[config.mk]
export PLATFORM = sky130hd
export DESIGN_NAME = axis_ramp_sequencer_flat
export DESIGN_NICKNAME = d
export VERILOG_FILES = /design/src/rtl/axis_ramp_sequencer_if.sv /design/src/rtl/axis_ramp_sequencer.sv /design/src/flat_wrapper.sv
export SDC_FILE = /design/constraint.sdc
export NUM_CORES = 1
export LEC_CHECK = 0
export ABC_AREA = 1
export CAP_MARGIN = 20
export CORE_ASPECT_RATIO = 1.75
export CORE_MARGIN = 2
export CORE_UTILIZATION = 30
export CTS_BUF_LIST = sky130_fd_sc_hd__clkbuf_4 sky130_fd_sc_hd__clkbuf_8 sky130_fd_sc_hd__clkbuf_16
export DETAILED_ROUTE_END_ITERATION = 7
export PLACE_DENSITY_LB_ADDON = 0.3
export SLEW_MARGIN = 20
export SYNTH_ARGS = -nofsm -noshare
export SYNTH_HDL_FRONTEND = slang
export SYNTH_SLANG_ARGS = --single-unit
[constraint.sdc]
create_clock -name aclk -period 4.4 [get_ports aclk]
set_input_delay 1.1 -clock aclk [delete_from_list [all_inputs] [get_ports aclk]]
set_output_delay 1.1 -clock aclk [all_outputs]
set_load 0.1 [all_outputs]
[src/rtl/axis_ramp_sequencer_if.sv]
// ============================================================================
//  Module   : axis_ramp_sequencer_if
//  Purpose  : AXI-Stream master/slave bundle carrying ramp samples.
//  Revision : 1.0 - initial release
// ============================================================================
`default_nettype none

interface axis_ramp_sequencer_if #(
    parameter int DATA_WIDTH = 16
);
    logic [DATA_WIDTH-1:0] tdata;
    logic                  tvalid;
    logic                  tready;
    logic                  tlast;

    modport master (output tdata, output tvalid, output tlast, input tready);
    modport slave  (input tdata, input tvalid, input tlast, output tready);
endinterface

`default_nettype wire

[src/rtl/axis_ramp_sequencer.sv]
// ============================================================================
//  Module   : axis_ramp_sequencer
//  Purpose  : Emits a linear AXI-Stream ramp (start, step, len) per request.
//             Define AXIS_RAMP_SEQ_PENDING_EN to queue one request during a ramp.
//  Revision : 1.0 - initial release
// ============================================================================
`default_nettype none

module axis_ramp_sequencer #(
    parameter int DATA_WIDTH = 16,
    parameter int LEN_WIDTH  = 18,
    parameter int OVR_WIDTH  = 16
) (
    input  wire logic                  aclk,
    input  wire logic                  aresetn,
    input  wire logic [DATA_WIDTH-1:0] cfg_start,
    input  wire logic [DATA_WIDTH-1:0] cfg_step,
    input  wire logic [LEN_WIDTH-1:0]  cfg_len,
    input  wire logic                  ramp_rq,
    output logic                       busy,
    output logic                       done,
    output logic [OVR_WIDTH-1:0]       overrun_cnt,
    axis_ramp_sequencer_if.master      m_axis
);

    typedef enum logic [1:0] {
        ST_IDLE = 2'd0,
        ST_RUN  = 2'd1,
        ST_DONE = 2'd2
    } state_t;

    state_t                r_state;
    logic [DATA_WIDTH-1:0] r_tdata;
    logic [DATA_WIDTH-1:0] r_step;
    logic [LEN_WIDTH-1:0]  r_len;
    logic [LEN_WIDTH-1:0]  r_cnt;
    logic [OVR_WIDTH-1:0]  r_ovr;

    state_t                w_state;
    logic [DATA_WIDTH-1:0] w_tdata;
    logic [DATA_WIDTH-1:0] w_step;
    logic [LEN_WIDTH-1:0]  w_len;
    logic [LEN_WIDTH-1:0]  w_cnt;
    logic [OVR_WIDTH-1:0]  w_ovr;
    logic                  w_ovr_inc;
    logic                  w_load;
    logic                  w_last;
    logic                  w_beat;

`ifdef AXIS_RAMP_SEQ_PENDING_EN
    logic                  r_pending;
    logic                  w_pending;
`endif

    assign w_last = (r_state == ST_RUN) && (r_cnt == r_len - 1'b1);
    assign w_beat = (r_state == ST_RUN) && m_axis.tready;

    always_comb begin
        w_state   = r_state;
        w_tdata   = r_tdata;
        w_step    = r_step;
        w_len     = r_len;
        w_cnt     = r_cnt;
        w_ovr_inc = 1'b0;
        w_load    = 1'b0;
`ifdef AXIS_RAMP_SEQ_PENDING_EN
        w_pending = r_pending;
`endif
        case (r_state)
            ST_IDLE: begin
                // Zero-length requests are dropped silently, not counted.
                if (ramp_rq && (cfg_len != '0)) begin
                    w_load  = 1'b1;
                    w_state = ST_RUN;
                end
            end
            ST_RUN: begin
                if (w_beat) begin
                    w_tdata = r_tdata + r_step;
                    w_cnt   = r_cnt + 1'b1;
                    if (w_last) begin
                        w_state = ST_DONE;
                    end
                end
`ifdef AXIS_RAMP_SEQ_PENDING_EN
                if (ramp_rq) begin
                    if (r_pending) begin
                        w_ovr_inc = 1'b1;
                    end else begin
                        w_pending = 1'b1;
                    end
                end
`else
                if (ramp_rq) begin
                    w_ovr_inc = 1'b1;
                end
`endif
            end
            ST_DONE: begin
`ifdef AXIS_RAMP_SEQ_PENDING_EN
                // A request arriving in DONE itself is consumed by the restart.
                if (ramp_rq && r_pending) begin
                    w_ovr_inc = 1'b1;
                end
                w_state = ST_IDLE;
                if (r_pending || ramp_rq) begin
                    w_pending = 1'b0;
                    if (cfg_len != '0) begin
                        w_load  = 1'b1;
                        w_state = ST_RUN;
                    end
                end
`else
                if (ramp_rq) begin
                    w_ovr_inc = 1'b1;
                end
                w_state = ST_IDLE;
`endif
            end
            default: begin
                w_state = ST_IDLE;
            end
        endcase

        if (w_load) begin
            w_tdata = cfg_start;
            w_step  = cfg_step;
            w_len   = cfg_len;
            w_cnt   = '0;
        end

        w_ovr = (w_ovr_inc && (r_ovr != {OVR_WIDTH{1'b1}})) ? r_ovr + 1'b1 : r_ovr;
    end

    always_ff @(posedge aclk or negedge aresetn) begin
        if (!aresetn) begin
            r_state   <= ST_IDLE;
            r_tdata   <= '0;
            r_step    <= '0;
            r_len     <= '0;
            r_cnt     <= '0;
            r_ovr     <= '0;
`ifdef AXIS_RAMP_SEQ_PENDING_EN
            r_pending <= 1'b0;
`endif
        end else begin
            r_state   <= w_state;
            r_tdata   <= w_tdata;
            r_step    <= w_step;
            r_len     <= w_len;
            r_cnt     <= w_cnt;
            r_ovr     <= w_ovr;
`ifdef AXIS_RAMP_SEQ_PENDING_EN
            r_pending <= w_pending;
`endif
        end
    end

    // Outputs decode straight from registers so reset clears them immediately.
    assign m_axis.tdata  = r_tdata;
    assign m_axis.tvalid = (r_state == ST_RUN);
    assign m_axis.tlast  = w_last;
    assign busy          = (r_state != ST_IDLE);
    assign done          = (r_state == ST_DONE);
    assign overrun_cnt   = r_ovr;

endmodule

`default_nettype wire

[src/flat_wrapper.sv]
// flat-port wrapper written by rule: the top's interface ports become plain ports
module axis_ramp_sequencer_flat 
#(
    parameter int DATA_WIDTH = 16,
    parameter int LEN_WIDTH  = 18,
    parameter int OVR_WIDTH  = 16
)
  (aclk, aresetn, cfg_start, cfg_step, cfg_len, ramp_rq, busy, done, overrun_cnt, m_axis_tdata, m_axis_tvalid, m_axis_tlast, m_axis_tready);
  axis_ramp_sequencer_if #(.DATA_WIDTH(DATA_WIDTH)) m_axis_i ();
  input  wire logic aclk;
  input  wire logic aresetn;
  input  wire logic [DATA_WIDTH-1:0] cfg_start;
  input  wire logic [DATA_WIDTH-1:0] cfg_step;
  input  wire logic [LEN_WIDTH-1:0] cfg_len;
  input  wire logic ramp_rq;
  output logic busy;
  output logic done;
  output logic [OVR_WIDTH-1:0] overrun_cnt;
  output wire logic [$bits(m_axis_i.tdata)-1:0] m_axis_tdata;
  output wire logic [$bits(m_axis_i.tvalid)-1:0] m_axis_tvalid;
  output wire logic [$bits(m_axis_i.tlast)-1:0] m_axis_tlast;
  input wire logic [$bits(m_axis_i.tready)-1:0] m_axis_tready;
  assign m_axis_tdata = m_axis_i.tdata;
  assign m_axis_tvalid = m_axis_i.tvalid;
  assign m_axis_tlast = m_axis_i.tlast;
  assign m_axis_i.tready = m_axis_tready;
  axis_ramp_sequencer #(.DATA_WIDTH(DATA_WIDTH), .LEN_WIDTH(LEN_WIDTH), .OVR_WIDTH(OVR_WIDTH)) u_core (.aclk(aclk), .aresetn(aresetn), .cfg_start(cfg_start), .cfg_step(cfg_step), .cfg_len(cfg_len), .ramp_rq(ramp_rq), .busy(busy), .done(done), .overrun_cnt(overrun_cnt), .m_axis(m_axis_i));
endmodule
==> out/metrics.csv <==
metric,value,unit
Internal,2.49,mW
I/O pin count,90,
Slew headroom,33.0,%
crit-path max FO,6,
Initial Utilization,30.8,%
Min-Delay Endpoint,u_core.r_step[8],
via/cell ratio,4.64,
placed cells,1035,
met1 Resource Use GR,15.7,%
die height,181,um
H-Tree Depth,3,
hold path startpoint,u_core.r_step[8],
Post-Syn Area per Cell,7.46,um2
Tot GR Track Use,15.6,%
FP Rows,64,
CP required,3.30,ns
Reg area,2150,um2
Post-CTS Hold Fix Bufs,0,
Worst-path clk slew,0.07,ns
Sw Ratio,51.8,%
# DRC,0,
min cycle time layout,3.68,ns
Reg2Reg Capture Point,u_core.m_axis.tdata[10],
worst slack at placement,0.872,ns
IO buf count,89,
syn_nets,800,
final WL,14300,um
sequential fraction of the synthesis area,39.9,%
status,completed,
"Clk Latency, worst-skew pair",0.34,ns
GR Util met3,1.83,%
die area,19100,um2
Power Total,5.17,mW
HPWL Detailed,11000,um
Non-Filler Instances,1051,
Seq pwr share,26.2,%
vias in the first global route,4962,
Mapped Cells,723,
pwr dens,752,nW/um2
# setup viols final,0,
Root Buffer,clkbuf_16,
synthesized area,5400,um2
Clk pwr share,16.0,%
grt ovf,0,
largest net degree at the start of global routing,54,
GPL Wtd Cong,0.825,
cell leakage power,3.32,nW
Setup WS post-layout,0.715,ns
postcts setup bufs,0,
first-pass GRT wire length,23800,um
# diodes,0,
chip width,105,um
worst clock skew,0.00450,ns
area grow syn2layout,27.5,%
Longest Clk Path Bufs,2,
CTS buffer count,9,
hold slack,0.487,ns
flop2flop setup slack,1.96,ns
launching point of the worst reg2reg path,u_core.m_axis.tdata[0],
number of different library cells in the post-synthesis netlist,40,
Core Box Area,17500,um2
nets,892,
CP Data Arrival Time,2.58,ns
Slew Limit Fails,0,
Fill cells,1820,
Clock Sinks,86,
share of cells above drive strength 1,7.44,%
CP endpoint kind,output pin,
antenna violations before repair,0,
met2 GRT Util,31.7,%
number of synthesized register bits,86,
WHS Path Cells,2,
setup_tns,0,ns
reg2reg path depth,13,
multi-input logic area,2890,um2
Max Cap Violations,0,
Critical Path Source Type,flop,
Gate power share,57.8,%
CTS tree,done,
first-pass detailed-route iteration total,4,
global route hottest layer,met2,
worst setup path class,flop to output pin,
vias after detailed routing,4876,
Sw Pwr,2.68,mW
crit share post-route,83.7,%
hold crit path type,flop to flop,
Worst Tran Pin Value,1.00,ns
DRT antenna net count,0,
fmax,271,MHz
post-CTS sizing,0,
Ys Warns,0,
VDD IR max,0.608,mV
RSZ-0062 raised after global routing,false,
final hold violation count,0,
Initial DRC Count,159,
wire per inst,13.6,um
[flip-flops by register name, summed over array words and instances, names as in the netlist]
name                 count
u_core.r_step           16
u_core.overrun_cnt      16
u_core.r_state           2
u_core.m_axis.tdata     16
u_core.r_cnt            18
u_core.r_len            18
[how the worst max path moves through the flow]
stage / cells after the start / slack [ns] / endpoint / startpoint
after floorplan: 14 / 0.57 / m_axis_tlast / u_core.r_len[0]
after detailed placement: 11 / 0.87 / u_core.m_axis.tdata[1] / cfg_len[1]
final: 15 / 0.72 / m_axis_tlast / u_core.r_len[0]
after global placement: 11 / 0.93 / u_core.r_cnt[1] / cfg_len[1]
after global routing: 15 / 0.49 / m_axis_tlast / u_core.r_len[0]
after CTS: 15 / 0.66 / m_axis_tlast / u_core.r_len[0]
[kinds of logic (layout without fill, tap and decap cells)]
| kind of cell | count (synthesis) | count (layout) | share of synthesized area, % |
|---|---|---|---|
| flip-flops | 86 | 86 | 39.9 |
| XOR/XNOR | 41 | 41 | 6.79 |
| AND/OR/NAND/NOR | 397 | 397 | 32.1 |
| AO/OA/AOI/OAI | 83 | 83 | 9.11 |
| buffers and inverters | 93 | 190 | 6.63 |
| adder cells (fa/ha/maj) | 23 | 23 | 5.47 |
[placed cells by master, fill, tap and decap left out, types with 2 or more instances in the layout]
cell type        count
nor3_1              14
nor3b_1              2
nand3_2              4
o21bai_1             6
nor2_4               4
inv_2                6
ha_1                22
o211ai_1             8
buf_4                8
xor2_1              29
inv_1               73
nand3b_1             3
clkinvlp_4           2
dfrtp_1             86
nor4_1               2
nor2_1              69
a31oi_1              2
a211oi_1             3
xnor2_1             11
clkdlybuf4s50_1     87
nand3_1             36
a21oi_1             27
bufinv_16            2
clkbuf_16            9
nand2_2              4
o21ai_0             29
o21ai_1              2
or2_1                2
nor2_2              13
nand4_1             10
nand2_1            230
[layer usage]
layer	vias up	share of wire, %
met5	-	0
met4	0	2.3
met3	18	1.9
met2	65	57
met1	2300	39
li1	2493	-
[synth_stat cells (all sizes together)]
| library cell | n | area (um2) |
|---|---|---|
| o211ai | 8 | 60.1 |
| nand4 | 11 | 75.1 |
| xnor2 | 11 | 96.3 |
| a21oi | 27 | 135 |
| o21bai | 6 | 45.0 |
| a21boi | 2 | 15.0 |
| nor4 | 3 | 25.0 |
| a211oi | 3 | 22.5 |
| inv | 79 | 297 |
| a31oi | 3 | 33.8 |
| o221ai | 1 | 8.76 |
| nor3 | 14 | 70.1 |
| nor2 | 86 | 385 |
| clkbuf | 7 | 26.3 |
| ha | 22 | 275 |
| o311ai | 1 | 8.76 |
| buf | 7 | 35.0 |
| or2 | 3 | 18.8 |
| o21ai | 31 | 155 |
| dfrtp | 86 | 2150 |
| nor3b | 2 | 15.0 |
| a21o | 1 | 7.51 |
| nand2 | 235 | 900 |
| fa | 1 | 20.0 |
| nand3 | 40 | 220 |
| xor2 | 30 | 270 |
| nand3b | 3 | 22.5 |
[power by group through the flow]
stage	combinational, mW	sequential (mW)	clock [mW]
2_1_floorplan	1.64	1.96	0
3_3_place_gp	2.97	1.37	0
3_5_place_dp	3.01	1.36	0
4_1_cts	3.01	1.36	0.857
5_1_grt	3.30	1.39	0.890
6_report	2.99	1.35	0.830
[worst max-delay path, cell delays in order (launching register included)]
cell     delay (ns)
dfrtp_1        0.40
inv_1          0.18
ha_1           0.31
inv_1          0.06
nand2_1        0.05
nand2_1        0.07
nand2_1        0.06
nand2_1        0.05
nor2_2         0.07
nand2_1        0.07
nor2_2         0.17
nand3_2        0.10
nor2_2         0.13
nand3_1        0.10
nor2_1         0.12
buf_4          0.30
[area by class of cell]
cell class	count	share of cell area, %
inverters	79	4.31
flip-flops and latches	86	31.3
clock inverters	7	1.42
clock buffers	9	3.28
repair buffers	95	13.5
well taps	231	4.20
multi-input cells	544	42.0
[stage by stage]
step	utilization, %	cell area, um2
detailed placement	37.4	6550
global placement	37.4	6550
finish	39.2	6880
floorplan	-	5400
CTS	39.2	6880
global route	39.2	6880
Note: power is estimated with default switching activity, not from simulation.
